===== src/rtl/qu_accumulator.sv =====
// -----------------------------------------------------------------------------
// qu_accumulator
//
// Downstream stage of the quarter unit. Each accepted 16-bit product beat is
// split into lanes according to the job's fusion mode. Each lane field is
// sign- or zero-extended and added into a per-lane accumulator. After
// cfg_len beats the lane sums are offered on a valid/ready port.
//
// Ports:
//   clk, rst_n          - clock, asynchronous active-low reset
//   cfg_start           - one-cycle pulse, starts a job (honoured only when idle)
//   cfg_len             - number of beats to accumulate (0 = empty job)
//   cfg_mode            - 0: 4x4-bit lanes, 1: 2x8-bit lanes, 2/3: 1x16-bit lane
//   cfg_signed          - 1: sign-extend lane fields, 0: zero-extend
//   in_data/in_valid    - product beat stream
//   in_ready            - high in every accumulate cycle
//   acc_out             - lane sums, lane k at [k*LANE_W +: LANE_W]
//   ovf                 - sticky per-lane overflow for the current job
//   out_valid/out_ready - result handshake
//   busy                - high whenever a job is in progress
//
// LANE_W must be at least 16 so that a full 16-bit lane fits.
// -----------------------------------------------------------------------------
module qu_accumulator #(
    parameter int LANE_W = 16,
    parameter int CNT_W  = 8
) (
    input  logic                  clk,
    input  logic                  rst_n,
    input  logic                  cfg_start,
    input  logic [CNT_W-1:0]      cfg_len,
    input  logic [1:0]            cfg_mode,
    input  logic                  cfg_signed,
    input  logic [15:0]           in_data,
    input  logic                  in_valid,
    output logic                  in_ready,
    output logic [4*LANE_W-1:0]   acc_out,
    output logic [3:0]            ovf,
    output logic                  out_valid,
    input  logic                  out_ready,
    output logic                  busy
);

    localparam logic [1:0] ST_IDLE  = 2'd0;
    localparam logic [1:0] ST_ACCUM = 2'd1;
    localparam logic [1:0] ST_DRAIN = 2'd2;

    logic [1:0]             state_q, state_d;
    logic [CNT_W-1:0]       len_q, len_d;
    logic [CNT_W-1:0]       count_q, count_d;
    logic [1:0]             mode_q, mode_d;
    logic                   signed_q, signed_d;
    logic [3:0][LANE_W-1:0] acc_q, acc_d;
    logic [3:0]             ovf_q, ovf_d;
    logic                   in_ready_q, in_ready_d;
    logic                   out_valid_q, out_valid_d;

    logic [LANE_W-1:0]      lane_sum [4];
    logic [3:0]             lane_ovf;
    logic [CNT_W-1:0]       count_inc;

    assign count_inc = count_q + 1'b1;

    // -------------------------------------------------------------------------
    // Per-lane extend + add. A lane that the active mode does not use sees a
    // zero operand, so it stays at zero and can never flag overflow.
    // -------------------------------------------------------------------------
    genvar gi;
    generate
        for (gi = 0; gi < 4; gi++) begin : g_lane
            logic [LANE_W-1:0] ext4;
            logic [LANE_W-1:0] ext8;
            logic [LANE_W-1:0] ext16;
            logic [LANE_W-1:0] operand;
            logic [LANE_W:0]   sum;

            assign ext4 = signed_q ? LANE_W'($signed(in_data[gi*4 +: 4]))
                                   : LANE_W'(in_data[gi*4 +: 4]);

            if (gi < 2) begin : g_has8
                assign ext8 = signed_q ? LANE_W'($signed(in_data[gi*8 +: 8]))
                                       : LANE_W'(in_data[gi*8 +: 8]);
            end else begin : g_no8
                assign ext8 = '0;
            end

            if (gi == 0) begin : g_has16
                assign ext16 = signed_q ? LANE_W'($signed(in_data))
                                        : LANE_W'(in_data);
            end else begin : g_no16
                assign ext16 = '0;
            end

            // Reserved mode 3 falls into the default arm, i.e. behaves as mode 2.
            always_comb begin
                operand = ext16;
                case (mode_q)
                    2'd0:    operand = ext4;
                    2'd1:    operand = ext8;
                    default: operand = ext16;
                endcase
            end

            assign sum = {1'b0, acc_q[gi]} + {1'b0, operand};
            assign lane_sum[gi] = sum[LANE_W-1:0];

            // Signed: operands agree in sign but the result does not.
            // Unsigned: carry out of the top lane bit.
            assign lane_ovf[gi] = signed_q
                ? ((acc_q[gi][LANE_W-1] == operand[LANE_W-1]) &&
                   (sum[LANE_W-1] != acc_q[gi][LANE_W-1]))
                : sum[LANE_W];
        end
    endgenerate

    // -------------------------------------------------------------------------
    // Control
    // -------------------------------------------------------------------------
    always_comb begin
        state_d  = state_q;
        len_d    = len_q;
        count_d  = count_q;
        mode_d   = mode_q;
        signed_d = signed_q;
        acc_d    = acc_q;
        ovf_d    = ovf_q;

        case (state_q)
            ST_IDLE: begin
                if (cfg_start) begin
                    len_d    = cfg_len;
                    mode_d   = cfg_mode;
                    signed_d = cfg_signed;
                    count_d  = '0;
                    acc_d    = '0;
                    ovf_d    = '0;
                    // An empty job goes straight to presenting an all-zero result.
                    state_d  = (cfg_len == '0) ? ST_DRAIN : ST_ACCUM;
                end
            end
            ST_ACCUM: begin
                if (in_valid && in_ready_q) begin
                    for (int k = 0; k < 4; k++) begin
                        acc_d[k] = lane_sum[k];
                    end
                    ovf_d   = ovf_q | lane_ovf;
                    count_d = count_inc;
                    if (count_inc == len_q) begin
                        state_d = ST_DRAIN;
                    end
                end
            end
            ST_DRAIN: begin
                if (out_ready) begin
                    state_d = ST_IDLE;
                end
            end
            default: begin
                state_d = ST_IDLE;
            end
        endcase

        // Handshake outputs are registered copies of the next state.
        in_ready_d  = (state_d == ST_ACCUM);
        out_valid_d = (state_d == ST_DRAIN);
    end

    always_ff @(posedge clk or negedge rst_n) begin
        if (!rst_n) begin
            state_q     <= ST_IDLE;
            len_q       <= '0;
            count_q     <= '0;
            mode_q      <= '0;
            signed_q    <= 1'b0;
            acc_q       <= '0;
            ovf_q       <= '0;
            in_ready_q  <= 1'b0;
            out_valid_q <= 1'b0;
        end else begin
            state_q     <= state_d;
            len_q       <= len_d;
            count_q     <= count_d;
            mode_q      <= mode_d;
            signed_q    <= signed_d;
            acc_q       <= acc_d;
            ovf_q       <= ovf_d;
            in_ready_q  <= in_ready_d;
            out_valid_q <= out_valid_d;
        end
    end

    assign in_ready  = in_ready_q;
    assign out_valid = out_valid_q;
    assign acc_out   = acc_q;
    assign ovf       = ovf_q;
    assign busy      = (state_q != ST_IDLE);

endmodule


===== config.mk =====
export PLATFORM = sky130hd
export DESIGN_NAME = qu_accumulator
export DESIGN_NICKNAME = d
export VERILOG_FILES = /design/src/rtl/qu_accumulator.sv
export SDC_FILE = /design/constraint.sdc
export NUM_CORES = 1
export LEC_CHECK = 0
export ABC_AREA = 0
export CAP_MARGIN = 10
export CORE_ASPECT_RATIO = 0.75
export CORE_UTILIZATION = 36
export CTS_BUF_LIST = sky130_fd_sc_hd__clkbuf_2
export CTS_CLUSTER_SIZE = 10
export DETAILED_ROUTE_END_ITERATION = 7
export GPL_TIMING_DRIVEN = 0
export PLACE_DENSITY = 0.68
export SLEW_MARGIN = 20
export SYNTH_ARGS = -nofsm -noshare
export SYNTH_HDL_FRONTEND = slang
export SYNTH_SLANG_ARGS = --single-unit

===== constraint.sdc =====
create_clock -name clk -period 3.8 [get_ports clk]
set_clock_uncertainty 0.1 [all_clocks]
set_input_delay 1.14 -clock clk [delete_from_list [all_inputs] [get_ports clk]]
set_output_delay 1.14 -clock clk [all_outputs]
set_load 0.01 [all_outputs]

==> results.txt <==
----------------------------------------------------
[Yosys]
  Syn Nets ... roughly 860
  Flip-flop cell with the highest count after synthesis ... dfrtp_1
  Post-Syn Area per Cell ... roughly 8.6 µm²
  Count of flip-flops with a built-in enable after synthesis ... 0
  Warnings, synthesis ... 0
  Share of the yosys chip area belonging to registers ... around a third
  Unique masters post-synth ... 68
  Fraction of registers with async set or reset after synthesis ... 100%
  #FFs+latches synth ... 91
  Most area-hungry cell type in the Yosys netlist ... dfrtp_1
  Leading post-synthesis cells by cell area ... dfrtp_1 (34%), ha_1 (12%), nand2_1 (6.7%)
  Post-synthesis cell count ... 765
  Synth top area share ... 34.4%
  Most frequent cells after synthesis ... nand2_1 (118), dfrtp_1 (91), o21ai_0 (66), ha_1 (61), nor2_1 (51)
  Most repeated cell in the gate-level netlist after synthesis ... nand2_1
  Netlist Area Pre-Place ... ~0.0066 mm²

[Clock tree]
  CTS H-tree lvls ... 3
  Clock Root Buffer ... clkbuf_2
  Clock Latency Late Sink ... 670 ps
  Maximum buffer depth of the clock tree ... 2
  Sinks on Clock Net ... 91
  Clock Pin Slew Worst Setup and Hold Paths ... 290 ps
  Number of buffers inserted during clock tree synthesis ... 9
  CTS tree ... built

[Timing]
  Count of endpoints failing hold in the final timing report ... 0
  Worst slew margin ... between 40 and 50%
  WHS ... 205 ps
  Shortest period the worst path allows ... 3790 ps
  Share of the clock period used by the worst path after layout ... 99.7%
  Worst-margin pin slew ... ~900 ps
  Worst setup slack after layout ... around 12 ps
  Number of pins with negative max-slew slack in the final report ... 0
  Unrepaired setup endpoints after global routing ... yes
  Number of endpoints failing setup at the final stage ... 0
  Maximum clock rate ... around 260 MHz

[Critical path]
  Start of the worst register-to-register path ... mode_q[1]
  Cell type with the highest occurrence count on the critical path ... a211oi_1
  Maximum fanout along the worst path ... 3
  Worst setup slack for register-to-register paths ... roughly 220 ps
  Cell depth of the worst setup path ... 13
  Slowest cell on crit path ... clkdlybuf4s50_1
  Required time at the worst-slack endpoint ... between 4000 and 5000 ps
  Buffers & Inverters on Critical Path ... 2
  Sequence of cells on the critical path ... clkdlybuf4s50_1, mux2i_1, or2_2, inv_1, ha_1, a211oi_1, o21ai_1, a31o_2, a211oi_1, o221a_2, xnor2_1, nand2b_1, a311oi_1
  Type of destination of the critical path ... register
  Source of the critical timing path ... in_data[9]
  Largest delay share family, worst path ... compound AO/OA/AOI/OAI gates
  RR Endpoint ... ovf[0]
  Setup Crit Path Kind ... input pin to register
  Type of origin of the critical path ... input pin
  Slowest cell delay on critical path ... around 570 ps
  Reg2Reg Depth ... 13
  Signal arrival time at the worst endpoint ... between 4000 and 5000 ps

[Placed design]
  Post-DP HPWL ... between 10000 and 15000 µm
  Pre-CTS setup slack ... -797 ps
  Cell count after placement ... 1110
  Cell area after placement ... around 0.008 mm²
  Placer congestion estimate ... ~0.89
  Port-buffer cells ... about 100

[Die]
  DIE WIDTH ... roughly 160 µm
  Core ar. ... 0.0178 mm²
  Total die area ... ~0.019 mm²
  Std cell rows ... 42
  Starting density of the core ... roughly 37%
  Number of top-level pins ... roughly 100
  Die height ... 119 µm

[Global route]
  Sum of overflow across all layers after global routing ... 0
  First-pass GRT wire length ... 29600 µm
  Number of global-route vias before repair ... around 5600
  Overall global routing resource usage ... just over 20%
  Number of antenna violations at the first check in global routing ... 1
  Pin count of the biggest net entering global routing ... 62

[Finish]
  Number of standard cells in the final layout excluding fillers ... roughly 1100
  Area added between synthesis and finish ... 23.4%
  Fraction of layout cells with a size suffix above 1 ... ~5.4%
  Final standard cell area without fillers ... around 0.0082 mm²
  Number of nets in the final layout ... 976

[Status]
  Run status ... completed

[Min path]
  Type of the worst min-delay path ... input pin to async pin

[Route]
  Post-route DRC ... 0
  Remaining antenna violation count after routing ... 0
  Total Routed Length ... about 19000 µm
  Detailed Route Iter0 Violations ... slightly above 400
  First-pass iteration count of the detailed router ... 5
  Detail-routed net length per standard cell ... between 15 and 20 µm
  Routed via count divided by cell count ... 5.39
  Via count ... 6073

[Power and ir drop]
  Overall power consumption ... 7.27 mW
  Maximum vdd ir drop ... roughly 400 µV
  Leakage dissipation ... between 3 and 4 nW
  Power density over the cells ... approximately 890 mW/mm²

[Run]
  Max-cap viol count ... 0

----------------------------------------------------
[area by class of cell]
type / count / area, µm²
flip-flops and latches: 91 / 2280
diodes: 1 / 2.50
well taps: 242 / 303
repair buffers: 104 / 1060
multi-input cells: 619 / 4160
fillers: 1777 / 9660
inverters: 30 / 113
clock inverters: 7 / 100
clock buffers: 9 / 45.0
plain buffers: 24 / 97.6
[per-stage QoR]
stage	TNS, ps	util [%]
4_1_cts	-27.2	45.5
3_3_place_gp	-203340	44.5
2_1_floorplan	0	-
5_1_grt	-138	45.8
6_report	0	45.8
3_5_place_dp	-11700	44.7
[cells in the final DEF, fill, tap and decap left out, drive strengths merged, types with 4 or more instances in the layout]
cell and n:
o21a 9, or3 6, dfrtp 91, ha 61, a31oi 6, a21o 18, and2 5, nor2b 11
nand3 15, nor2 51, o31ai 8, o21ai 75, nand2 118, a21oi 46, buf 6, xor2 28
a211oi 11, mux2i 4, a22o 13, xnor2 29, clkbuf 30, and3 7, nand2b 6, o21bai 6
o31a 4, nor3 27, o211ai 5, inv 32, clkdlybuf4s50 101, fa 4
[power breakdown]
part / total, mW / leakage [nW] / internal [mW] / switching [mW]
Clock: 0.615 / 0.0869 / 0.224 / 0.390
Combinational: 4.84 / 2.38 / 2.16 / 2.68
Sequential: 1.82 / 1.15 / 1.39 / 0.429
[worst max path at each step]
stage	endpoint	slack (ps)
6_report	ovf[1]	10
5_1_grt	ovf[1]	-120
4_1_cts	ovf[1]	-30
3_5_place_dp	ovf[1]	-800
3_3_place_gp	acc_out[36]	-2130
2_1_floorplan	ovf[0]	190
[sequential cells by signal, summed over array words and instances (netlist names)]
name       flops
count_q        8
signed_q       1
ovf            4
state_q        2
in_ready       1
acc_out       64
out_valid      1
mode_q         2
len_q          8
[worst register-to-register path: stages (launching register included)]
cell and delay (ps):
dfrtp_1 430, clkbuf_1 350, nor2_1 190, and3_1 260, a21o_1 180, ha_1 310, a21oi_2 210, a21boi_1 140
a2111oi_4 410, nor3_2 130, o31ai_4 310, xor2_1 190, o21ai_1 90, a32o_1 260
[metal layers]
layer  vias to the layer above  wire length (µm)  track usage (%)
li1                       2994                 -                -
met1                      2870              9460             31.0
met2                       182              7880             29.2
met3                        27              1080             3.97
met4                         0               363             7.09
met5                         -                 0                0
[cells by family after synthesis]
group | count (synthesis) | synth area share (%)
buffers and inverters | 55 | 3.20
AND/OR/NAND/NOR | 262 | 17.9
XOR/XNOR | 57 | 7.55
adder cells (fa/ha/maj) | 65 | 12.8
flip-flops | 91 | 34.4
multiplexers | 5 | 0.776
AO/OA/AOI/OAI | 230 | 23.4
[what timing repair did]
| item | CTS | global route |
|---|---|---|
| pin swaps | 0 | 3 |
| resized for setup | 2 | 10 |
| buffers inserted | 0 | 1 |
| endpoints found under the setup margin | 2 | 6 |
| hold buffers | 0 | 0 |
(Power assumes the default switching activity.)
